==> src/rtl/mc_alu_pkg.sv <==
// Shared types for the multi-cycle ALU: opcode encoding and controller states.
// Also holds a small helper that picks out the iterative opcodes.
package mc_alu_pkg;

  typedef enum logic [2:0] {
    OP_AND  = 3'd0,
    OP_OR   = 3'd1,
    OP_ADD  = 3'd2,
    OP_MUL  = 3'd3,
    OP_DIVU = 3'd4,
    OP_REMU = 3'd5,
    OP_SUB  = 3'd6,
    OP_SLTU = 3'd7
  } op_e;

  typedef enum logic {
    ST_IDLE = 1'b0,
    ST_DIV  = 1'b1
  } state_e;

  function automatic logic is_div_op(input op_e op);
    return (op == OP_DIVU) || (op == OP_REMU);
  endfunction

endpackage

==> src/rtl/mc_alu_div.sv <==
// Restoring shift-subtract unsigned divider, one quotient bit per clock.
// The first bit is resolved on the start edge, so done rises WIDTH-1 edges later.
module mc_alu_div #(
  parameter int WIDTH = 32
) (
  input  logic             clk,
  input  logic             reset,
  input  logic             start,
  input  logic [WIDTH-1:0] dividend,
  input  logic [WIDTH-1:0] divisor,
  output logic             done,
  output logic [WIDTH-1:0] quotient,
  output logic [WIDTH-1:0] remainder
);

  localparam int CW = $clog2(WIDTH + 1);

  logic [WIDTH-1:0] rem_reg;
  logic [WIDTH-1:0] quo_reg;
  logic [WIDTH-1:0] dsr_reg;
  logic [CW-1:0]    cnt_reg;
  logic             busy_reg;

  // One restoring step: shift the next dividend bit into the partial
  // remainder and keep the difference only when it does not borrow.
  function automatic logic [2*WIDTH-1:0] div_step(
    input logic [WIDTH-1:0] rem,
    input logic [WIDTH-1:0] quo,
    input logic [WIDTH-1:0] dsr
  );
    logic [WIDTH:0] sh;
    logic [WIDTH:0] diff;
    sh   = {rem, quo[WIDTH-1]};
    diff = sh - {1'b0, dsr};
    if (diff[WIDTH])
      return {sh[WIDTH-1:0], quo[WIDTH-2:0], 1'b0};
    else
      return {diff[WIDTH-1:0], quo[WIDTH-2:0], 1'b1};
  endfunction

  logic [2*WIDTH-1:0] first_step;
  logic [2*WIDTH-1:0] next_step;

  assign first_step = div_step('0, dividend, divisor);
  assign next_step  = div_step(rem_reg, quo_reg, dsr_reg);

  always_ff @(posedge clk or posedge reset) begin
    if (reset) begin
      rem_reg  <= '0;
      quo_reg  <= '0;
      dsr_reg  <= '0;
      cnt_reg  <= '0;
      busy_reg <= 1'b0;
    end else if (start) begin
      rem_reg  <= first_step[2*WIDTH-1:WIDTH];
      quo_reg  <= first_step[WIDTH-1:0];
      dsr_reg  <= divisor;
      cnt_reg  <= CW'(WIDTH - 1);
      busy_reg <= 1'b1;
    end else if (busy_reg && (cnt_reg != '0)) begin
      rem_reg <= next_step[2*WIDTH-1:WIDTH];
      quo_reg <= next_step[WIDTH-1:0];
      cnt_reg <= cnt_reg - 1'b1;
    end
  end

  assign done      = busy_reg && (cnt_reg == '0);
  assign quotient  = quo_reg;
  assign remainder = rem_reg;

endmodule

==> src/rtl/mc_alu.sv <==
// Multi-cycle ALU: single-cycle logic/arith ops plus an iterative unsigned
// divider, behind a valid/ready request port and a registered result port.
module mc_alu
  import mc_alu_pkg::*;
#(
  parameter int WIDTH   = 32,
  parameter int DIV_LAT = WIDTH
) (
  input  logic             clk,
  input  logic             reset,
  input  logic             in_valid,
  output logic             in_ready,
  input  logic [2:0]       ctrl,
  input  logic [WIDTH-1:0] src_a,
  input  logic [WIDTH-1:0] src_b,
  output logic             out_valid,
  input  logic             out_ready,
  output logic [WIDTH-1:0] result,
  output logic             zero,
  output logic             div_zero
);

  localparam int CW = $clog2(DIV_LAT + 1);

  state_e           state_reg;
  logic [CW-1:0]    iter_cnt_reg;
  op_e              div_op_reg;
  logic             out_valid_reg;
  logic [WIDTH-1:0] result_reg;
  logic             zero_reg;
  logic             div_zero_reg;

  op_e              op;
  logic             accept;
  logic             b_is_zero;
  logic             div_start;
  logic [WIDTH-1:0] alu_res;
  logic [WIDTH-1:0] div_res;
  logic             div_done;
  logic [WIDTH-1:0] div_quo;
  logic [WIDTH-1:0] div_rem;

  assign op        = op_e'(ctrl);
  assign in_ready  = (state_reg == ST_IDLE) && (!out_valid_reg || out_ready);
  assign accept    = in_valid && in_ready;
  assign b_is_zero = (src_b == '0);
  assign div_start = accept && is_div_op(op) && !b_is_zero;

  // Single-cycle datapath; divide-by-zero answers are produced here too.
  always_comb begin
    alu_res = '0;
    unique case (op)
      OP_AND:  alu_res = src_a & src_b;
      OP_OR:   alu_res = src_a | src_b;
      OP_ADD:  alu_res = src_a + src_b;
      OP_MUL:  alu_res = src_a * src_b;
      OP_DIVU: alu_res = '1;
      OP_REMU: alu_res = src_a;
      OP_SUB:  alu_res = src_a - src_b;
      OP_SLTU: alu_res = {{(WIDTH-1){1'b0}}, (src_a < src_b)};
      default: alu_res = '0;
    endcase
  end

  mc_alu_div #(
    .WIDTH(WIDTH)
  ) u_div (
    .clk      (clk),
    .reset    (reset),
    .start    (div_start),
    .dividend (src_a),
    .divisor  (src_b),
    .done     (div_done),
    .quotient (div_quo),
    .remainder(div_rem)
  );

  assign div_res = (div_op_reg == OP_DIVU) ? div_quo : div_rem;

  always_ff @(posedge clk or posedge reset) begin
    if (reset) begin
      state_reg     <= ST_IDLE;
      iter_cnt_reg  <= '0;
      div_op_reg    <= OP_AND;
      out_valid_reg <= 1'b0;
      result_reg    <= '0;
      zero_reg      <= 1'b0;
      div_zero_reg  <= 1'b0;
    end else begin
      unique case (state_reg)
        ST_IDLE: begin
          if (accept) begin
            if (div_start) begin
              // Any previous result was consumed on this edge (in_ready).
              state_reg     <= ST_DIV;
              iter_cnt_reg  <= CW'(DIV_LAT - 1);
              div_op_reg    <= op;
              out_valid_reg <= 1'b0;
            end else begin
              result_reg    <= alu_res;
              zero_reg      <= (alu_res == '0);
              div_zero_reg  <= is_div_op(op) && b_is_zero;
              out_valid_reg <= 1'b1;
            end
          end else if (out_valid_reg && out_ready) begin
            out_valid_reg <= 1'b0;
          end
        end
        ST_DIV: begin
          if (iter_cnt_reg != '0) begin
            iter_cnt_reg <= iter_cnt_reg - 1'b1;
          end else if (div_done) begin
            result_reg    <= div_res;
            zero_reg      <= (div_res == '0);
            div_zero_reg  <= 1'b0;
            out_valid_reg <= 1'b1;
            state_reg     <= ST_IDLE;
          end
        end
        default: state_reg <= ST_IDLE;
      endcase
    end
  end

  assign out_valid = out_valid_reg;
  assign result    = result_reg;
  assign zero      = zero_reg;
  assign div_zero  = div_zero_reg;

endmodule

==> config.mk <==
export PLATFORM = sky130hd
export DESIGN_NAME = mc_alu
export DESIGN_NICKNAME = d
export VERILOG_FILES = /design/src/rtl/mc_alu_pkg.sv /design/src/rtl/mc_alu_div.sv /design/src/rtl/mc_alu.sv
export SDC_FILE = /design/constraint.sdc
export NUM_CORES = 2
export LEC_CHECK = 0
export ABC_AREA = 1
export CORE_UTILIZATION = 60
export DETAILED_ROUTE_END_ITERATION = 8
export PLACE_DENSITY = 0.84
export SYNTH_ARGS = -nofsm -noshare
export SYNTH_HDL_FRONTEND = slang
export SYNTH_SLANG_ARGS = --single-unit
==> constraint.sdc <==
create_clock -name clk -period 6.09 [get_ports clk]
set_input_delay 1.218 -clock clk [delete_from_list [all_inputs] [get_ports clk]]
set_output_delay 1.218 -clock clk [all_outputs]
set_load 0.005 [all_outputs]
==> results of run 1 <==
==> through the flow <==
stage               hold slack, ns  worst slack, ns  cells  util, %  setup TNS [ns]
global placement             0.452            -2.32   5540     70.3          -47.38
detailed placement           0.459            -2.43   5540     70.3          -50.27
floorplan                    0.422            -1.31   4575        -          -21.05
CTS                          0.475            -1.41   5695     77.1          -25.13
==> logic make-up after synthesis <==
family          share of synthesized area [%]
compound gates                           11.4
xor+xnor                                 1.27
fa+ha+maj                                36.0
buf+inv                                  15.5
flops                                    11.7
mux                                     0.157
simple gates                             24.0
==> timing repair <==
item / CTS
resized for setup: 601
cloned: 24
endpoints found under the setup margin: 25
pin swaps: 275
buffers inserted: 99
hold buffers: 0
hold endpoints to repair: 0
==> per-layer routing <==
layer / GRT overflow / track usage [%]
met4: 91 / 62.0
met3: 14 / 61.0
met5: 2 / 38.4
met2: 127 / 88.5
met1: 20 / 80.8
==> out/metrics.cfg, run 1 <==
[status]
outcome=did not finish
last-stage-reached=global routing (5_1_grt)
toolErrorMsg=[ERROR GRT-0232] Routing congestion too high. Check the congestion heatmap in the GUI.

[cts]
clockRootBuffer=sky130_fd_sc_hd__clkbuf_16
clkSinkCount=148
cts_buffers=17
htree_num_levels=4
cts_max_path_buffers=2

[yosys]
synthCells=4575
postSynthNetCount=5314
synth_top_area_share_pct=25.9
synth-edff-count=0
synth.area.top_cells=sky130_fd_sc_hd__fa_1, sky130_fd_sc_hd__nand2_1, sky130_fd_sc_hd__inv_1
ys.flop_type=sky130_fd_sc_hd__dfrtp_1
post_synth_instance_area_mm2=0.0318
yosysSeqAreaShare_pct=11.7
share_of_flip_flops_with_an_asynchronous_set_or_reset_pct=100
synth.most_common_cell=sky130_fd_sc_hd__nand2_1
synth_largest_area_cell=sky130_fd_sc_hd__fa_1
ys_warn_count=0
avgSynthCellArea_um2=6.95
synth.lib_cells_used.distinct=70
ys_top_cells_by_count=sky130_fd_sc_hd__nand2_1, sky130_fd_sc_hd__inv_1, sky130_fd_sc_hd__fa_1, sky130_fd_sc_hd__ha_1, sky130_fd_sc_hd__o21ai_0
synth.ff_latch_count=148

[placement]
globalplace.congestion=1.06
post_dp_cell_area_mm2=0.0364
dp_hpwl_mm=101
port_buffers=106

[sta]
grt_worst_setup_endpoint=zero$_DFFE_PP0P_/D
endpoint_type=register data pin

[grt]
total_routing_usage_gr_pct=75.0
pin_count_of_the_biggest_net_entering_global_routing=74
gr-total-overflow=254

[floorplan]
design.portCount=107
floorplan.die.width_um=232
start_util_pct=61.3
row_count=83
die_height_um=232

==> run 2: changes to the inputs <==
--- a/config.mk
+++ b/config.mk
@@ -6,9 +6,9 @@
 export NUM_CORES = 2
 export LEC_CHECK = 0
 export ABC_AREA = 1
-export CORE_UTILIZATION = 60
+export CORE_UTILIZATION = 40
 export DETAILED_ROUTE_END_ITERATION = 8
-export PLACE_DENSITY = 0.84
+export PLACE_DENSITY_LB_ADDON = 0.15
 export SYNTH_ARGS = -nofsm -noshare
 export SYNTH_HDL_FRONTEND = slang
 export SYNTH_SLANG_ARGS = --single-unit
==> run 2 against run 1 <==
Net effect:
- the flow now finishes, with violations (negative setup slack)
- synthesized cell count did not move
- area after synthesis unchanged
==> out/metrics.cfg, run 2 <==
[sta]
timing.final.crit_share_pct=124
fin_worst_skew_ns=0.0123
relSlewSlack_pct=22.9
finalSetupViolCount=24
rsz0062_at_grt=true
max_freq_ghz=0.132
finalWorstPathRequiredPeriod_ns=7.55
timing.hold.ws_ns=0.463
setup_slack_after_layout_ns=-1.46
worst-slew-pin-transition_ns=1.15
timing_max_transition_violations_final=0
finalHoldViolations=0

[yosys]
synth.ff_latch_count=148  ; unchanged
synth_top_area_share_pct=25.9  ; unchanged
synthCells=4575  ; unchanged
ys_warn_count=0  ; unchanged
synth_largest_area_cell=sky130_fd_sc_hd__fa_1  ; unchanged
ys.flop_type=sky130_fd_sc_hd__dfrtp_1  ; unchanged
post_synth_instance_area_mm2=0.0318  ; unchanged
postSynthNetCount=5314  ; unchanged
ys_top_cells_by_count=sky130_fd_sc_hd__nand2_1, sky130_fd_sc_hd__inv_1, sky130_fd_sc_hd__fa_1, sky130_fd_sc_hd__ha_1, sky130_fd_sc_hd__o21ai_0  ; unchanged
avgSynthCellArea_um2=6.95  ; unchanged
yosysSeqAreaShare_pct=11.7  ; unchanged
synth.most_common_cell=sky130_fd_sc_hd__nand2_1  ; unchanged
synth-edff-count=0  ; unchanged
synth.lib_cells_used.distinct=70  ; unchanged
synth.area.top_cells=sky130_fd_sc_hd__fa_1, sky130_fd_sc_hd__nand2_1, sky130_fd_sc_hd__inv_1  ; unchanged
share_of_flip_flops_with_an_asynchronous_set_or_reset_pct=100  ; unchanged

[worst_setup_path]
worstSetupStartpointType=primary input
cp_data_arrival_time_ns=7.92
most_repeated_library_cell_on_the_critical_path=sky130_fd_sc_hd__fa_1
crit_slowest_cell=sky130_fd_sc_hd__fa_1
crit_path_max_fanout=5
timing_worst_setup_path_type=primary input to register
timing.critical_path.slowest_cell_delay_ns=0.56
worst_setup_path_end_kind=register
cp_data_required_time_ns=6.46

[placement]
globalplace.congestion=0.998  ; was 1.06
dp_hpwl_mm=105  ; was 101 mm
port_buffers=106  ; unchanged

[hold_path]
worstHoldPathType=register to register

[cts]
post_cts_clock_slew_at_the_launch_and_capture_registers_of_the_worst_setup_and_hold_paths_ns=0.07
tritoncts_clock_tree=done
htree_num_levels=4  ; unchanged
clkSinkCount=148  ; unchanged
clock_latency_ns=0.45
cts_max_path_buffers=2  ; unchanged
cts_buffers=17  ; unchanged
clockRootBuffer=sky130_fd_sc_hd__clkbuf_16  ; unchanged
postCtsHoldBufs=0  ; unchanged

[floorplan]
design.portCount=107  ; unchanged
core-area_mm2=0.0780
die_height_um=284  ; was 232 um
dieArea_mm2=0.0806
floorplan.die.width_um=284  ; was 232 um
row_count=102  ; was 83
start_util_pct=40.8  ; was 61.3%

[route]
wirelength_mm=130
via_per_inst=5.26
detail_route.wl_per_cell_um=21.6
first_pass_iters=6
ant_nets=0
dr.first_iter.drc_count=3025
drcViolationCount=0
vias=31800

[grt]
total_routing_usage_gr_pct=32.5
pin_count_of_the_biggest_net_entering_global_routing=113
number_of_antenna_violations_at_the_first_check_in_global_routing=1
grt_pass1_vias=30900
grt_pass1_wl_mm=197
gr-total-overflow=0

[cells_and_area]
layout.cells.most_common_list=sky130_fd_sc_hd__nand2_1, sky130_fd_sc_hd__inv_1, sky130_fd_sc_hd__buf_4
layout_commonest_cell=sky130_fd_sc_hd__nand2_1
flow.area_growth_from_synthesis_pct=26.5
drive_gt1_share_pct=20.2
n_antenna_cell=0
layout_net_count=5727

[flow_run]
cap_violations=0

[status]
outcome=finished, violations left  ; was did not finish
violations_in_the_final_reports=negative setup slack

run 2: cell counts after synthesis:
No cell type changed its count.
run 2: worst paths after layout:
path	start	end	slack, ns	cells after the start
min reg2reg	div_op_reg[2]	div_op_reg[2]	0.46	2
max in group asynchronous	reset	u_div.dsr_reg[24]	3.96	3
min	div_op_reg[2]	div_op_reg[2]	0.46	2
min in group asynchronous	reset	result[6]	1.21	2
max reg2reg	u_div.quotient[31]	u_div.remainder[0]	2.14	21
max	src_b[3]	zero	-1.46	35
run 2: cell type report:
cell class	instances	area, um2
sequential	148	3700
clock buffer	18	429
inverter	1072	4040
tap	1040	1300
timing repair buffer	590	5630
clock inverter	14	166
multi-input combinational	3159	24900
fill	7810	37800
run 2: cells by family after synthesis:
| group | Yosys count | share of synthesized area [%] |
|---|---|---|
| buf+inv | 1268 | 15.5 |
| fa+ha+maj | 668 | 36.0 |
| compound gates | 619 | 11.4 |
| flops | 148 | 11.7 |
| xor+xnor | 46 | 1.27 |
| mux | 5 | 0.157 |
| simple gates | 1821 | 24.0 |
run 2: critical path, delay by kind of cell:
family / cells / cell delay [ns]
fa+ha+maj: 9 / 4.38
buf+inv: 10 / 0.78
simple gates: 15 / 1.35
compound gates: 1 / 0.15
run 2: layer usage:
layer,global-route usage (%),vias up,wire length (um)
li1,-,14800,-
met1,47.8,15500,59600
met2,49.8,1249,56300
met3,4.25,177,10000
met4,8.85,0,4310
met5,0,-,0
run 2: repair_timing:
action                                  in CTS  in global routing
resized for setup                          452                221
buffers inserted                            88                 17
gates cloned                                11                  0
endpoints found under the setup margin      25                 25
pin swaps                                  259                190
run 2: per-stage QoR:
stage	setup TNS (ns)	worst slack (ns)	std cells	util, %	cell area (um2)
2_1_floorplan	-21.05	-1.31	4575	-	32300
3_3_place_gp	-50.20	-2.55	5912	47.4	37000
3_5_place_dp	-50.77	-2.58	5912	47.4	37000
4_1_cts	-26.21	-1.42	6036	50.6	39500
5_1_grt	-30.47	-1.69	6041	51.6	40200
6_report	-25.60	-1.46	6041	51.6	40200
Power of run 2 is left out: the tool's default activity adds up to more than one toggle a clock period on the data nets, which glitch-free logic cannot reach.
